`config.mk`:
```
export PLATFORM = sky130hd
export DESIGN_NAME = sram22_port_ctrl
export DESIGN_NICKNAME = d
export VERILOG_FILES = /design/src/rtl/sram22_ctrl_pkg.sv /design/src/rtl/sram22_rsp_fifo.sv /design/src/rtl/sram22_port_ctrl.sv
export SDC_FILE = /design/constraint.sdc
export NUM_CORES = 1
export LEC_CHECK = 0
export CAP_MARGIN = 20
export CORE_MARGIN = 3
export CORE_UTILIZATION = 44
export DETAILED_ROUTE_END_ITERATION = 12
export PLACE_DENSITY = 0.75
export SLEW_MARGIN = 0
export SYNTH_ARGS = -nofsm -noshare
export SYNTH_HDL_FRONTEND = slang
export SYNTH_HIERARCHICAL = 1
export SYNTH_SLANG_ARGS = --single-unit
```
`constraint.sdc`:
```
create_clock -name clk -period 2 [get_ports clk]
set_input_delay 0.2 -clock clk [delete_from_list [all_inputs] [get_ports clk]]
set_output_delay 0.2 -clock clk [all_outputs]
set_load 0.1 [all_outputs]
```
`src/rtl/sram22_ctrl_pkg.sv`:
```
// Shared defaults, request struct and sizing helper for the sram22 port controller.
package sram22_ctrl_pkg;

  localparam int DEF_DATA_WIDTH  = 24;
  localparam int DEF_ADDR_WIDTH  = 6;
  localparam int DEF_WMASK_WIDTH = 1;
  localparam int DEF_RSP_DEPTH   = 3;

  typedef struct packed {
    logic                       we;
    logic [DEF_WMASK_WIDTH-1:0] wmask;
    logic [DEF_ADDR_WIDTH-1:0]  addr;
    logic [DEF_DATA_WIDTH-1:0]  wdata;
  } req_t;

  // Occupancy counter must hold the values 0..depth inclusive.
  function automatic int rsp_cnt_width(input int depth);
    if (depth < 1) begin
      return 1;
    end else begin
      return $clog2(depth + 1);
    end
  endfunction

endpackage

```
`src/rtl/sram22_rsp_fifo.sv`:
```
// In-order read-response buffer: DEPTH entries, occupancy count, head entry exposed.
module sram22_rsp_fifo
  import sram22_ctrl_pkg::*;
#(
  parameter int DATA_WIDTH = DEF_DATA_WIDTH,
  parameter int DEPTH      = DEF_RSP_DEPTH,
  parameter int CW         = rsp_cnt_width(DEPTH)
) (
  input  logic                  clk,
  input  logic                  rst,
  input  logic                  push,
  input  logic [DATA_WIDTH-1:0] push_data,
  input  logic                  pop,
  output logic [CW-1:0]         count,
  output logic [DATA_WIDTH-1:0] head
);

  localparam int PW = (DEPTH > 1) ? $clog2(DEPTH) : 1;

  logic [DATA_WIDTH-1:0] mem_r [DEPTH];
  logic [PW-1:0]         wr_ptr_r;
  logic [PW-1:0]         rd_ptr_r;
  logic [CW-1:0]         count_r;
  logic                  pop_s;

  function automatic logic [PW-1:0] ptr_next(input logic [PW-1:0] p);
    if (p == PW'(DEPTH - 1)) begin
      return {PW{1'b0}};
    end else begin
      return p + PW'(1);
    end
  endfunction

  assign pop_s = pop && (count_r != {CW{1'b0}});

  // Storage, pointers and occupancy; simultaneous push and pop keep count.
  always_ff @(posedge clk) begin
    if (rst) begin
      wr_ptr_r <= {PW{1'b0}};
      rd_ptr_r <= {PW{1'b0}};
      count_r  <= {CW{1'b0}};
      for (int i = 0; i < DEPTH; i++) begin
        mem_r[i] <= {DATA_WIDTH{1'b0}};
      end
    end else begin
      if (push) begin
        mem_r[wr_ptr_r] <= push_data;
        wr_ptr_r        <= ptr_next(wr_ptr_r);
      end
      if (pop_s) begin
        rd_ptr_r <= ptr_next(rd_ptr_r);
      end
      case ({push, pop_s})
        2'b10:   count_r <= count_r + CW'(1);
        2'b01:   count_r <= count_r - CW'(1);
        default: count_r <= count_r;
      endcase
    end
  end

  assign count = count_r;
  assign head  = mem_r[rd_ptr_r];

endmodule

```
`src/rtl/sram22_port_ctrl.sv`:
```
// Requester-side controller for one sram22 macro: credit-based request channel,
// one-cycle read capture and a buffered in-order response channel.
module sram22_port_ctrl
  import sram22_ctrl_pkg::*;
#(
  parameter int DATA_WIDTH  = DEF_DATA_WIDTH,
  parameter int ADDR_WIDTH  = DEF_ADDR_WIDTH,
  parameter int WMASK_WIDTH = DEF_WMASK_WIDTH,
  parameter int RSP_DEPTH   = DEF_RSP_DEPTH
) (
  input  logic                   clk,
  input  logic                   rst,
  input  logic                   req_valid,
  output logic                   req_ready,
  input  logic                   req_we,
  input  logic [WMASK_WIDTH-1:0] req_wmask,
  input  logic [ADDR_WIDTH-1:0]  req_addr,
  input  logic [DATA_WIDTH-1:0]  req_wdata,
  output logic                   rsp_valid,
  input  logic                   rsp_ready,
  output logic [DATA_WIDTH-1:0]  rsp_rdata,
  output logic                   sram_we,
  output logic [WMASK_WIDTH-1:0] sram_wmask,
  output logic [ADDR_WIDTH-1:0]  sram_addr,
  output logic [DATA_WIDTH-1:0]  sram_din,
  input  logic [DATA_WIDTH-1:0]  sram_dout,
  output logic                   idle
);

  localparam int CW = rsp_cnt_width(RSP_DEPTH);
  localparam int OW = CW + 1;

  logic [CW-1:0] fifo_count_s;
  logic [OW-1:0] occupancy_s;
  logic          req_fire_s;
  logic          read_fire_s;
  logic          read_pend_r;
  logic          rsp_pop_s;

  // A pending read already owns a buffer slot, so it counts against credit.
  assign occupancy_s = OW'(fifo_count_s) + OW'(read_pend_r);

  // Credit check depends only on registered state and rst.
  always_comb begin
    req_ready = 1'b0;
    if (rst) begin
      req_ready = 1'b0;
    end else begin
      req_ready = (occupancy_s < OW'(RSP_DEPTH));
    end
  end

  assign req_fire_s  = req_valid && req_ready;
  assign read_fire_s = req_fire_s && !req_we;

  // Idle cycles present a read to the macro whose data is never captured.
  assign sram_we    = req_fire_s && req_we;
  assign sram_wmask = req_wmask;
  assign sram_addr  = req_addr;
  assign sram_din   = req_wdata;

  // Marks that sram_dout holds read data to be captured at the next edge.
  always_ff @(posedge clk) begin
    if (rst) begin
      read_pend_r <= 1'b0;
    end else begin
      read_pend_r <= read_fire_s;
    end
  end

  assign rsp_pop_s = rsp_valid && rsp_ready;

  sram22_rsp_fifo #(
    .DATA_WIDTH (DATA_WIDTH),
    .DEPTH      (RSP_DEPTH),
    .CW         (CW)
  ) u_rsp_fifo (
    .clk       (clk),
    .rst       (rst),
    .push      (read_pend_r),
    .push_data (sram_dout),
    .pop       (rsp_pop_s),
    .count     (fifo_count_s),
    .head      (rsp_rdata)
  );

  assign rsp_valid = (fifo_count_s != {CW{1'b0}});
  assign idle      = (fifo_count_s == {CW{1'b0}}) && !read_pend_r;

endmodule
```
* Word-level counts from Yosys, hierarchy flattened *
Memories as Yosys holds them, arrays and structs flattened. A register that Yosys moved wholly into a read port is not among the register bits.
Cells that the tools add are included.

storage, ports and cells
  output and inout bits = 59
  bits in writable memories = 72
  flip-flop bits (word level) = 7
  logic and storage cells = 41
  input port bits = 60
  memories = 1

memory list
  memory            words  bits a word  read ports  clocked after memory_dff  write ports  line                   source
  u_rsp_fifo.mem_r  3      24           1           1                         3            sram22_rsp_fifo.sv:20  logic [DATA_WIDTH-1:0] mem_r [DEPTH];

operators by class
  equality and inequality tests = 4
  add/subtract/negate cells = 5
  magnitude comparators = 1
  reduce and logical (&&, ||, !) cells = 12
  mux-type cells = 14

operator list
  operator                                                                number
  24-bit 2-to-1 mux                                                       1
  24-bit OR reduction                                                     1
  2-bit 2-to-1 mux                                                        5
  1-bit 2-to-1 mux                                                        7
  2-bit by 1-bit adder with 2-bit output (second input constant)          3
  2-bit equality test (second input constant)                             3
  1-bit logical AND                                                       6
  2-bit one-hot mux with 2 select lines                                   1
  2-bit nonzero test                                                      2
  2-bit by 1-bit adder with 3-bit output                                  1
  3-bit by 2-bit < comparator with 1-bit output (second input constant)   1
  2-bit by 1-bit equality test with 1-bit output (second input constant)  1
  1-bit zero test                                                         2
  2-bit zero test                                                         1
  2-bit by 1-bit subtractor with 2-bit output (second input constant)     1

* Logic depth before layout (Yosys ltp) *
  depth after elaboration = 5
  depth in mapped cells = 8
  depth with buffers taken out = 8

* Modules after synthesis *
Netlist, hierarchy kept.

by module, submodules not included
  module            cells each  area an instance (um^2)  instances
  sram22_rsp_fifo   246         4395.5                   1
  sram22_port_ctrl  40          321.6                    1

* Worst setup path after synthesis *
Ideal clock, no wire load.

  kind = reg2out
  from = register read_pend_r
  to = output port sram_we
  data required time = 1800 ps
  path buffers = 0
  stages on the path, launching flop included = 5
  arrival = 3119 ps
  slack = -1319 ps
  cells stage by stage = dfxtp_1 > ha_1 > ha_1 > a211oi_2 > and3_1

between the ends
  word-level cells in the longest chain between the ends = 5

ends and longest elaborated chain
  what                                           line                    source
  from (decl)                                    sram22_port_ctrl.sv:37  logic read_pend_r;
  from (signal assigned)                         sram22_port_ctrl.sv:67  read_pend_r <= read_fire_s;
  2-bit by 1-bit adder with 3-bit output         sram22_port_ctrl.sv:41  assign occupancy_s = OW'(fifo_count_s) + OW'(read_pend_r);
  3-bit by 2-bit < comparator with 1-bit output  sram22_port_ctrl.sv:49  req_ready = (occupancy_s < OW'(RSP_DEPTH));
  1-bit 2-to-1 mux                               sram22_port_ctrl.sv:46  if (rst) begin
  net req_ready                                  sram22_port_ctrl.sv:14  output logic req_ready,
  1-bit logical AND                              sram22_port_ctrl.sv:53  assign req_fire_s = req_valid && req_ready;
  1-bit logical AND                              sram22_port_ctrl.sv:57  assign sram_we = req_fire_s && req_we;
  to (decl)                                      sram22_port_ctrl.sv:22  output logic sram_we,

The timed path passes the listed nets, and every way through them passes these cells.

==> metrics.cfg <==
[outcome]
outcome = complete, no violations

[setup_path]
r2r-start = u_rsp_fifo/count[1]$_SDFFE_PP0P_
critPathKind = flop to output pin
required_ns = 1.80
cp_data_arrival_time_ns = 1.71
crit_fanout = 12
crit_path_top_delay_cell = mux4_2
cp_top_family = multiplexers
end_kind = output pin
crit_chain = clkbuf_16 > mux4_2 > buf_12
slowest_delay_ns = 0.56
critPathBufInv = 2
crit_path_start_kind = flop

[timing]
hold_ws_ns = 0.400
hold_viol = 0
tightest_slew_ns = 0.919
clock.fmax_ghz = 0.523
maxSlewViolCount = 0
final.min_clock_period_ns = 1.91
period_share_pct = 95.5
rsz0062_at_grt = no
fin_skew_ns = 0.00885
setup_viol_count_final = 0
slew_headroom_pct = 38.5

[route]
dr_total_vias = 2373
drc_errors = 0
first_pass_iters = 6
via_per_inst = 5.10
ant_nets = 0
routed_wl_um = 8600
wl_per_cell_um = 18.5
drt_iter0_drc = 120

[pwr]
power_density_mw_per_mm2 = 754
clkPwrFrac_pct = 27.2
seq_power_share_pct = 57.0
cell_internal_pwr_mw = 3.20
ir_drop_v = 0.000332
combPwrFrac_pct = 15.8
switchingPower_mw = 1.15
leakagePower_nw = 2.04
p_sw_share_pct = 26.5

[logic_synthesis]
syn-cell-area_sq_mm = 0.00472
async_flop_share_pct = 0
synth_flop_cell = edfxtp_1
ys_seq_area_share_pct = 64.9
yosys.area.top_type = edfxtp_1
ys_ff_latch = 105
synth.top_cell.area_share_pct = 61.1
synthTopCellsByArea = edfxtp_1 (61%), and2_1 (9.7%), mux4_2 (9.5%)
yosysUniqueCellTypes = 34
syn_area_per_cell_sq_um = 16.5
syn_nets = 349
synth_warnings = 6
synth_cells = 286
synth-edff-count = 96

[clocking]
path_clk_slew_ns = 0.09
clockBufferDepth = 2
cts_inserted_buffers = 9
clock-sinks = 105
htreeDepth = 3
ctsHoldBuffers = 0
insertion_delay_ns = 0.36
clockRootBuffer = clkbuf_8
tritoncts = yes

[global_route]
grt_pass1_wl_um = 13600
track_usage_pct = 15.3
grt_pass1_vias = 2577
antenna_found_initial = 0
grt_max_degree = 25
overflow = 0

[floorplan]
io-pin-count = 119
die_w_um = 110
start_util_pct = 45.5
rows = 37
die_h_um = 110
core_area_sq_mm = 0.0104
dieArea_sq_mm = 0.0120

[placement]
finalWeightedCongestion = 0.688
dp_hpwl_um = 5310
placed_cells = 444
io_buffers = 56

[finish]
drive_gt1_share_pct = 31.0
fillCellCount = 828
stdcell_count = 465
area_delta_synth_final_pct = 22.4
layout.nets = 387
diodes = 0

[worst_hold_path]
min_from = req_addr[0]
hold_path_class = input pin to output pin

[job]
cap_viol_max_count = 0

timing repair:
action | 4_1_cts | 5_1_grt
setup endpoints to repair | 8 | 6
setup buffers | 1 | 3
pin swaps | 1 | 2
gates resized for setup | 1 | 7
gates cloned | 0 | 1
synthesized netlist by cell type (2+ instances only):
cell type and n:
ha_1 3, clkbuf_1 2, buf_12 2, nand2_1 5
nor3_4 2, and2_1 73, mux4_1 4, dfxtp_1 9
nor2_1 4, mux4_2 20, o21bai_1 2, inv_1 2
edfxtp_1 96, buf_6 3, buf_2 3, or3_1 2
buf_4 34, a21oi_1 4
through the flow:
| stage | instance area, sq um | power, mW | setup TNS [ns] | setup slack [ns] | util, % |
|---|---|---|---|---|---|
| floorplan | 4770 | 3.21 | -0.409 | -0.409 | - |
| global placement | 5550 | 3.21 | 0 | 0.0816 | 53.5 |
| detailed placement | 5550 | 3.22 | 0 | 0.0447 | 53.5 |
| CTS | 5730 | 4.40 | -0.0537 | -0.0182 | 55.3 |
| global route | 5770 | 4.51 | 0 | 0.0245 | 55.7 |
| finish | 5770 | 4.35 | 0 | 0.0897 | 55.7 |
placed cells by master, fill, tap and decap left out, types with 2 or more instances in the layout:
master / n
or3_1: 2
ha_4: 2
nor3_4: 2
buf_12: 31
clkbuf_8: 9
and2_1: 73
o21bai_2: 2
nor2_2: 2
inv_1: 2
clkdlybuf4s50_1: 28
buf_4: 12
inv_6: 4
dfxtp_1: 4
nor2_1: 2
edfxtp_1: 96
nand2_1: 5
dfxtp_2: 3
dfxtp_4: 2
mux4_2: 24
a21oi_1: 4
power by group through the flow:
stage / clock network [mW] / registers (mW) / logic, mW
detailed placement: 0 / 2.53 / 0.683
global placement: 0 / 2.53 / 0.677
finish: 1.18 / 2.48 / 0.687
floorplan: 0 / 2.52 / 0.689
global route: 1.30 / 2.49 / 0.716
CTS: 1.23 / 2.48 / 0.686
state kept, by name, summed over array words and instances (netlist names), named ones only:
name,count
u_rsp_fifo/wr_ptr_r,2
u_rsp_fifo/mem_r,96
u_rsp_fifo/rd_ptr_r,2
u_rsp_fifo/count,2
read_pend_r,1
area by class of cell:
| type | count | area, sq um | area share, % |
|---|---|---|---|
| well taps | 136 | 170 | 2.95 |
| repair buffers | 72 | 1020 | 17.6 |
| flip-flops and latches | 105 | 3070 | 53.2 |
| multi-input cells | 134 | 1330 | 23.1 |
| inverters | 2 | 7.51 | 0.130 |
| clock inverters | 6 | 47.5 | 0.823 |
| clock buffers | 10 | 128 | 2.21 |
layer usage:
layer | GRT usage, % | share of wire [%] | vias to the layer above
met5 | 0 | 0 | -
met4 | 5.97 | 1.4 | 0
met3 | 3.82 | 5.5 | 15
met2 | 23.8 | 49 | 72
met1 | 20.9 | 44 | 1194
li1 | - | - | 1092
worst paths after layout:
check                                                   endpoint  slack, ns  cells past startpoint
worst max register to register  u_rsp_fifo/count[1]$_SDFFE_PP0P_       0.14                      7
worst max-delay path                                rsp_rdata[5]       0.09                      3
worst min register to register                              flop       0.50                      2
worst min-delay path                                sram_addr[0]       0.40                      0
kinds of logic (layout without fill, tap and decap cells):
logic type | after synthesis | in the layout | share of synthesized area (%)
adders and majority gates | 3 | 3 | 0.796
xor gates and xnor gates | 2 | 2 | 0.371
DFF | 105 | 105 | 64.9
muxes | 25 | 25 | 12.0
buffers and inverters | 47 | 90 | 7.72
AOI/OAI and AO/OA | 9 | 9 | 1.22
and+or+nand+nor | 95 | 95 | 13.0
Note: power is estimated with default switching activity, not from simulation.
==> RTL edit (same flow settings) <==
The package constant `DEF_DATA_WIDTH` goes from 24 to 32.
--- a/src/rtl/sram22_ctrl_pkg.sv
+++ b/src/rtl/sram22_ctrl_pkg.sv
@@ -1,7 +1,7 @@
 // Shared defaults, request struct and sizing helper for the sram22 port controller.
 package sram22_ctrl_pkg;
 
-  localparam int DEF_DATA_WIDTH  = 24;
+  localparam int DEF_DATA_WIDTH  = 32;
   localparam int DEF_ADDR_WIDTH  = 6;
   localparam int DEF_WMASK_WIDTH = 1;
   localparam int DEF_RSP_DEPTH   = 3;
Interface: changed (resized req_wdata, rsp_rdata, sram_din and sram_dout); port bits go from 119 to 151. No check against the original RTL was run, so the function may have changed too.
==> RTL edit against the unedited design <==
- clock skew fell by 4.4 ps
- worst setup slack worse by 84 ps
- combinational power is 28% higher
- sequential cell count increased by 32
- critical path depth stayed put
- total power increased by 64%
- wire length grew 38%
- final cell count grew 30%
- largest power group unchanged
- final area is 36% higher
- clock power rose to 2.6 times the old value
- worst hold slack is essentially flat
- area after synthesis increased by 29%
- sequential power up 31%
==> RTL edit: results (changes against the unedited design) <==
Worst hold path
  • Hold_sp: req_addr[4]

Floorplan
  • Tap cells: 176 (+29%)

Clock network
  • Clock slew at reported path FFs: 50 ps (-40 ps)
  • Latest clock arrival within the worst-skew pair: 410 ps (+50 ps)
  • H-tree depth: 4 (+1)
  • Post-CTS Setup Repair Bufs: 3 (+2)
  • Inserted Clock Buffers: 17 (+8)
  • Root Buffer: clkbuf_16

STA
  • WHS: 400 ps (-0.00500 ps)
  • Worst Clk Skew: 4.40 ps (-4.44 ps)

Power
  • Power density cells: 909 nW/um2 (+21%)
  • Peak VDD IR: 0.567 mV (+71%)
  • Seq pwr: 0.00325 W (+31%)
  • Comb pwr: 0.000882 W (+28%)

Final layout
  • Max FFs per register: 128 (+33%)
  • Final-layout fill cell count: 993 (+20%)
  • Share of post-route cells with drive strength above 1: 0.312 (+0.00232)
  • NumNets Final: 496 (+28%)
  • Buffers excl. clock: 92 (+28%)

Detailed routing
  • Pre-antenna DRT Iters: 4 (-2)
  • Routed wl met3: 859 um (+81%)
  • Routed length on met1: 4740 um (+26%)
  • Vias per Instance: 5.15 (+0.86%)
  • DR WL met2: 5890 um (+39%)

Setup path
  • CP Max Fanout: 7 (-5)
  • CP Capture Point: rsp_rdata[0]

Yosys
  • Synth Area per Inst: 16.9 um2 (+2.2%)

Placement
  • Placed insts: 568 (+28%)
  • Post-Place Setup Slack: -154 ps (-198 ps)
  • Placer congestion estimate: 0.718 (+4.4%)
  • Placed cell area: 7190 um2 (+30%)

GRT
  • Pin count of the biggest net entering global routing: 33 (+32%)

Status
  • Outcome: finished clean
RTL edit: changes by cell type after synthesis:
cell | before | now
edfxtp_1 | 96 | 128
and2_1 | 73 | 97
mux4_2 | 20 | 30
buf_4 | 34 | 40
clkbuf_2 | 1 | 5
buf_6 | 3 | 5
mux4_1 | 4 | 2
buf_12 | 2 | 3
clkbuf_1 | 2 | 1
nand2_1 | 5 | 4
nand2_2 | 0 | 1
nand2b_1 | 1 | 2
nand2b_2 | 1 | 0
RTL edit: logic make-up (layout without fill, tap and decap cells):
logic type / count (synthesis) / count (layout) / share of synthesized area
compound gates: 9 / 9 / 0.00943
xor+xnor: 2 / 2 / 0.00287
fa+ha+maj: 3 / 3 / 0.00615
buf+inv: 59 / 125 / 0.0767
flops: 137 / 137 / 0.659
mux: 33 / 33 / 0.121
simple gates: 119 / 120 / 0.125
RTL edit: worst max-delay path, cell delays in order, from the launching register on:
cell	delay [ps]
dfxtp_4	440
buf_4	190
mux4_2	560
buf_12	190
